$ cat config.mk
export PLATFORM = sky130hd
export DESIGN_NAME = serial_comparator
export DESIGN_NICKNAME = d
export VERILOG_FILES = /design/src/rtl/serial_comparator.sv
export SDC_FILE = /design/constraint.sdc
export NUM_CORES = 1
export LEC_CHECK = 0
export BUFFER_PORTS_ARGS = -buffer_cell sky130_fd_sc_hd__buf_4
export CORE_ASPECT_RATIO = 0.6
export CORE_MARGIN = 10
export CORE_UTILIZATION = 45
export DETAILED_ROUTE_END_ITERATION = 12
export HOLD_SLACK_MARGIN = 0.15
export PLACE_DENSITY = 0.71
export SETUP_SLACK_MARGIN = 0.4
export SYNTH_ARGS = -nofsm -noshare
export SYNTH_HDL_FRONTEND = slang
export SYNTH_SLANG_ARGS = --single-unit
$ cat constraint.sdc
create_clock -name clk -period 4.8 [get_ports clk]
set_clock_uncertainty 0.1 [all_clocks]
set_input_delay 0.48 -clock clk [delete_from_list [all_inputs] [get_ports clk]]
set_output_delay 0.48 -clock clk [all_outputs]
set_load 0.05 [all_outputs]
$ cat src/rtl/serial_comparator.sv
// Bit-serial MSB-first magnitude comparator (signed/unsigned per request) with start/busy/done handshake.
// Optional SERIAL_COMPARATOR_EARLY_EXIT_EN: finish on the first differing bit instead of after all N bits.
module serial_comparator #(
    parameter int N = 8
) (
    input  logic         clk,
    input  logic         resetN,
    input  logic         start,
    input  logic         isSigned,
    input  logic [N-1:0] x,
    input  logic [N-1:0] y,
    output logic         busy,
    output logic         done,
    output logic         lt,
    output logic         eq,
    output logic         gt
);

    localparam int CW = (N > 1) ? $clog2(N) : 1;

    localparam logic [1:0] IDLE    = 2'd0;
    localparam logic [1:0] COMPARE = 2'd1;
    localparam logic [1:0] DONE    = 2'd2;

    logic [1:0]    state_reg;
    logic [N-1:0]  x_reg;
    logic [N-1:0]  y_reg;
    logic          signed_reg;
    logic [CW-1:0] count_reg;
    logic          decided_reg;
    logic          gt_found_reg;
    logic          lt_reg;
    logic          eq_reg;
    logic          gt_reg;

    logic x_bit;
    logic y_bit;
    logic differ;
    logic at_msb;
    logic bit_gt;
    logic final_decided;
    logic final_gt;
    logic finish;
    logic load;

    always_comb begin
        x_bit  = x_reg[count_reg];
        y_bit  = y_reg[count_reg];
        differ = x_bit ^ y_bit;
        at_msb = (count_reg == CW'(N - 1));
        // A set sign bit makes x the smaller operand in two's complement.
        bit_gt = (at_msb && signed_reg) ? ~x_bit : x_bit;
        final_decided = decided_reg | differ;
        final_gt      = decided_reg ? gt_found_reg : bit_gt;
        load          = start && (state_reg != COMPARE);
    end

`ifdef SERIAL_COMPARATOR_EARLY_EXIT_EN
    assign finish = (count_reg == '0) || (!decided_reg && differ);
`else
    assign finish = (count_reg == '0);
`endif

    always_ff @(posedge clk or negedge resetN) begin
        if (!resetN) begin
            state_reg    <= IDLE;
            x_reg        <= '0;
            y_reg        <= '0;
            signed_reg   <= 1'b0;
            count_reg    <= '0;
            decided_reg  <= 1'b0;
            gt_found_reg <= 1'b0;
            lt_reg       <= 1'b0;
            eq_reg       <= 1'b0;
            gt_reg       <= 1'b0;
        end else begin
            if (load) begin
                x_reg       <= x;
                y_reg       <= y;
                signed_reg  <= isSigned;
                count_reg   <= CW'(N - 1);
                decided_reg <= 1'b0;
            end
            case (state_reg)
                IDLE, DONE: begin
                    state_reg <= load ? COMPARE : IDLE;
                end
                COMPARE: begin
                    if (!decided_reg && differ) begin
                        decided_reg  <= 1'b1;
                        gt_found_reg <= bit_gt;
                    end
                    if (finish) begin
                        state_reg <= DONE;
                        lt_reg    <= final_decided & ~final_gt;
                        gt_reg    <= final_decided & final_gt;
                        eq_reg    <= ~final_decided;
                    end else begin
                        count_reg <= count_reg - CW'(1);
                    end
                end
                default: begin
                    state_reg <= IDLE;
                end
            endcase
        end
    end

    assign busy = (state_reg == COMPARE);
    assign done = (state_reg == DONE);
    assign lt   = lt_reg;
    assign eq   = eq_reg;
    assign gt   = gt_reg;

endmodule

; Yosys cells after proc, flatten, opt, wreduce, memory -nomap -nowiden
; Index checks and enable logic that the tools add are counted.
[word_totals]
output_inout_bits = 5
regBits = 27
[classes]
reduce_logical = 9
add_sub_neg = 1
n_bitwise = 7
order_cmp = 1
n_eq_ne = 5
muxes = 15
[ops]
columns = op, count
row1 = $mux W3, 3
row2 = $mux W1, 8
row3 = $bmux W1 S3, 2
row4 = $lt A3 B4 Y1 const B, 1
row5 = $ne A2 B1 Y1 const B, 2
row6 = $pmux W2 S2, 1
row7 = $reduce_and A2 Y1, 2
row8 = $eq A3 B3 Y1 const B, 1
row9 = $logic_and A1 B1 Y1, 3
row10 = $logic_not A3 Y1, 1
row11 = $not A1 Y1, 3
row12 = $sub A3 B1 Y3 const B, 1
row13 = $and A1 B1 Y1, 2
row14 = $eq A2 B1 Y1 const B, 1
row15 = $eq A2 B2 Y1 const B, 1
row16 = $logic_not A2 Y1, 1
row17 = $mux W2, 1
row18 = $reduce_or A2 Y1, 1
row19 = $logic_not A1 Y1, 1
row20 = $or A1 B1 Y1, 1
row21 = $xor A1 B1 Y1, 1

; Longest topological paths before layout
[depth]
word_depth = 7
ltp_mapped = 8
ltp_nobuf = 7

; Least setup slack after synthesis
; No wires, ideal clock.
[synth_timing]
path_kind = reg-to-reg
from = register count_reg[0]
to = register gt_reg (netlist: gt)
n_path_buf = 1
setup_time_ns = 0.121
arrival_time_ns = 1.831
path_stages_with_launch = 7
t_required_ns = 4.579
period_less_slack_ns = 2.052
setup_slack_ns = 2.748
cell_sequence = dfrtp_1 > buf_6 > mux2_4 > mux4_2 > xnor2_2 > o21a_1 > a22o_1
[synth_between]
elab_chain_len = 6
[synth_rtl]
columns = element, line_no
row1 = start: declaration, 29  ; logic [CW-1:0] count_reg;
row2 = start signal: assignment, 81  ; count_reg <= CW'(N - 1);
row3 = start signal: assignment, 99  ; count_reg <= count_reg - CW'(1);
row4 = $bmux W1 S3, 47  ; x_bit = x_reg[count_reg];
row5 = $mux W1 (not written as such), 47
row6 = $not A1 Y1, 52  ; bit_gt = (at_msb && signed_reg) ? ~x_bit : x_bit;
row7 = $mux W1, 52
row8 = $mux W1, 54  ; final_gt = decided_reg ? gt_found_reg : bit_gt;
row9 = $and A1 B1 Y1, 96  ; gt_reg <= final_decided & final_gt;
row10 = end signal: assignment, 96
row11 = end: declaration, 34  ; logic gt_reg;
; Parallel ways exist; a longest one is shown, timed or not. The select of a mux whose other input is x is not followed.
; A chain may end at the register's enable or synchronous reset.

; Worst setup path in the final report
; Same ends and word-level chain as after synthesis.

==> implementation parameters <==
Parameter                              Value

STA
  Final hold viol count    0
  Fin crit period    2270 ps
  Worst Tran Pin Value    720.5 ps
  Sum of negative setup slack    0 ps
  Final Setup Violations    0
  Headroom to the max-slew limit    51.85%
  Final Max Tran Viols    0
  Final Worst Setup Slack    2530 ps
  Max Freq    440.4 MHz
  Part of the cycle the worst path needs    47.30%
  Worst hold-check slack    293.1 ps
  Setup repair after global routing missed its margin    false

Place
  # port buffers    24
  Detailed placer's ending HPWL    1895 um
  Global placement routability congestion    0.8000
  Setup slack at placement    2541 ps

Clock tree
  Number of sinks driven by the clock tree    27
  Clock tree buffer depth    2
  Number of H-tree levels    1
  CTS Root Cell    sky130_fd_sc_hd__clkbuf_8
  Number of buffers created by CTS    3
  Clock tree from TritonCTS    done
  Insertion delay of the later-clocked pin in the worst-skew pair    270 ps
  Post-CTS sizing    0
  Clock Pin Slew Worst Setup and Hold Paths    90 ps

Synth
  Most area-hungry cell type in the Yosys netlist    sky130_fd_sc_hd__dfrtp_1
  Yosys synthesis warning count    0
  Synth area leaders    sky130_fd_sc_hd__dfrtp_1 53%, sky130_fd_sc_hd__mux2_2 11%, sky130_fd_sc_hd__mux2_1 5.3%, sky130_fd_sc_hd__mux4_2 5.3%, sky130_fd_sc_hd__ha_1 2.9%
  Share of Yosys cell area claimed by the top area cell type    52.58%
  Number of synthesized register bits    27
  Most common flop cell mapped by yosys    sky130_fd_sc_hd__dfrtp_1
  Fraction of registers with async set/reset    100.0%
  Cell area after synthesis    1285 um^2
  Library cell with the highest instance count after synthesis    sky130_fd_sc_hd__dfrtp_1
  Cells after Synth    97
  Syn Area/Cell    13.25 um^2
  Most instantiated cells after synthesis    27 x sky130_fd_sc_hd__dfrtp_1, 13 x sky130_fd_sc_hd__mux2_2, 7 x sky130_fd_sc_hd__nand2_1, 6 x sky130_fd_sc_hd__inv_1, 6 x sky130_fd_sc_hd__mux2_1
  Synthesized net count    120
  Count of cell types in the netlist    27
  Number of flops mapped to enable cells by yosys    0
  Proportion of synthesized chip area in sequential cells    52.58%

Pwr
  Power density of the placed cells    698.9 nW/um^2
  Maximum ir drop on the vdd rail    0.3047 mV
  Pwr Total    1.078 mW
  LEAKAGE    0.7336 nW

Routing
  Aggregate routed wire length    2422 um
  DRC viols    0
  Initial detailed-routing violation count    76
  Pre-antenna DRT Iters    4
  Overall via count from detail_route    820
  Average wire per standard cell    15.63 um
  Final antenna-violating net count    0
  Vias per cell    5.290

Worst setup path
  Element type at the critical path start    flip-flop
  CP arrival    2340 ps
  Highest net fanout along the worst path    10
  Worst Setup End Kind    flip-flop
  Crit path kind    reg -> reg
  Worst endpoint required time    4870 ps
  Maximum cell stage delay along the critical path    600 ps
  Worst path slowest cell    sky130_fd_sc_hd__dfrtp_1
  Crit-path cells    mux2_4 > mux4_2 > xnor2_2 > o21a_1 > a22o_1
  CP delay by family, top    multiplexers
  Combined buffer and inverter count along the critical path    0

GRT
  Pin count of the biggest net entering global routing    28
  First-pass GRT wire length    4146 um
  Aggregate global-route resource usage    9.750%
  Number of antenna violations at the first check in global routing    0
  Number of global-route vias before repair    861
  Grt total ovfl    0

Floorplanning
  Number of top-level pins    25
  Total Die Area    5463 um^2
  Effective utilization at floorplan    49.23%
  Die height    61.39 um
  Die span in x    88.99 um
  Core footprint    2610 um^2
  Floorplan row count    14

Run
  MaxCap Viol Count    0

Layout
  Diode count    0
  Filler instances    204
  Number of nets in the final layout    147
  Share of layout cells above drive strength 1    39.84%
  Combined flip-flop and latch cell area    675.6 um^2
  Area growth from synthesis to final layout    20.06%
  Multi-input logic area    568.0 um^2
  Final core utilization    59.11%

Worst hold path
  Path class of the lowest-slack min-delay path    in -> reg

Outcome
  Status    finished clean
## cell type report
| class | instances | area share, % |
|---|---|---|
| Sequential cell | 27 | 43.80 |
| Multi-Input combinational cell | 61 | 36.82 |
| Timing Repair Buffer | 25 | 12.33 |
| Clock buffer | 3 | 2.676 |
| Tap cell | 32 | 2.595 |
| Inverter | 6 | 1.460 |
| Clock inverter | 1 | 0.3244 |
## cells in the final DEF, fill, tap and decap left out, drive strengths merged, types with 2 or more instances in the layout
| cell | synthesis | layout |
|---|---|---|
| mux2 | 21 | 21 |
| clkbuf | 2 | 3 |
| nor2 | 5 | 5 |
| a21oi | 4 | 4 |
| mux2i | 4 | 4 |
| mux4 | 3 | 3 |
| o31ai | 2 | 2 |
| ha | 3 | 3 |
| buf | 1 | 24 |
| nand2 | 7 | 7 |
| inv | 6 | 6 |
| nor2b | 2 | 2 |
| dfrtp | 27 | 27 |
## cell families after synthesis
| group | Yosys count | share of synthesized area, % |
|---|---|---|
| compound gates | 12 | 6.622 |
| xor+xnor | 1 | 1.266 |
| fa+ha+maj | 3 | 2.921 |
| buf+inv | 9 | 3.213 |
| flops | 27 | 52.58 |
| mux | 28 | 27.65 |
| simple gates | 17 | 5.745 |
## report_power, final
part	leakage (nW)	switching, mW	internal (mW)
combinational	0.389	0.256	0.265
sequential	0.319	0.0906	0.340
clock	0.0255	0.0689	0.0581
## final timing paths
path / from / to / depth (start not counted) / slack (ps)
worst max-delay path: count_reg[0]$_DFF_PN0_ / gt$_DFFE_PN0P_ / 5 / 2530
worst min-delay path: start / decided_reg$_DFF_PN0_ / 2 / 290
worst max register to register: count_reg[0]$_DFF_PN0_ / gt$_DFFE_PN0P_ / 5 / 2530
worst min register to register: y_reg[4]$_DFFE_PN0P_ / y_reg[4]$_DFFE_PN0P_ / 1 / 400
max in group asynchronous: resetN / x_reg[7]$_DFFE_PN0P_ / 2 / 3800
min in group asynchronous: resetN / count_reg[0]$_DFF_PN0_ / 2 / 540
## timing repair
action                                 4_1_cts  5_1_grt
endpoints found under the hold margin       27        0
hold buffers                                 1        0
setup buffers                                0        0
## metal layers
layer  track usage [%]  routed length, um  up-vias
li1                  -                  -      394
met1             13.49               1216      402
met2             13.80               1030       22
met3             4.611                167        2
met4             1.351                  8        0
met5                 0                  0        -
## per-stage QoR
| step | cells | area [um^2] |
|---|---|---|
| 2_1_floorplan | 97 | 1285 |
| 4_1_cts | 155 | 1543 |
| 3_5_place_dp | 150 | 1486 |
| 6_report | 155 | 1543 |
| 5_1_grt | 155 | 1543 |
| 3_3_place_gp | 150 | 1486 |
(Power assumes the default switching activity.)
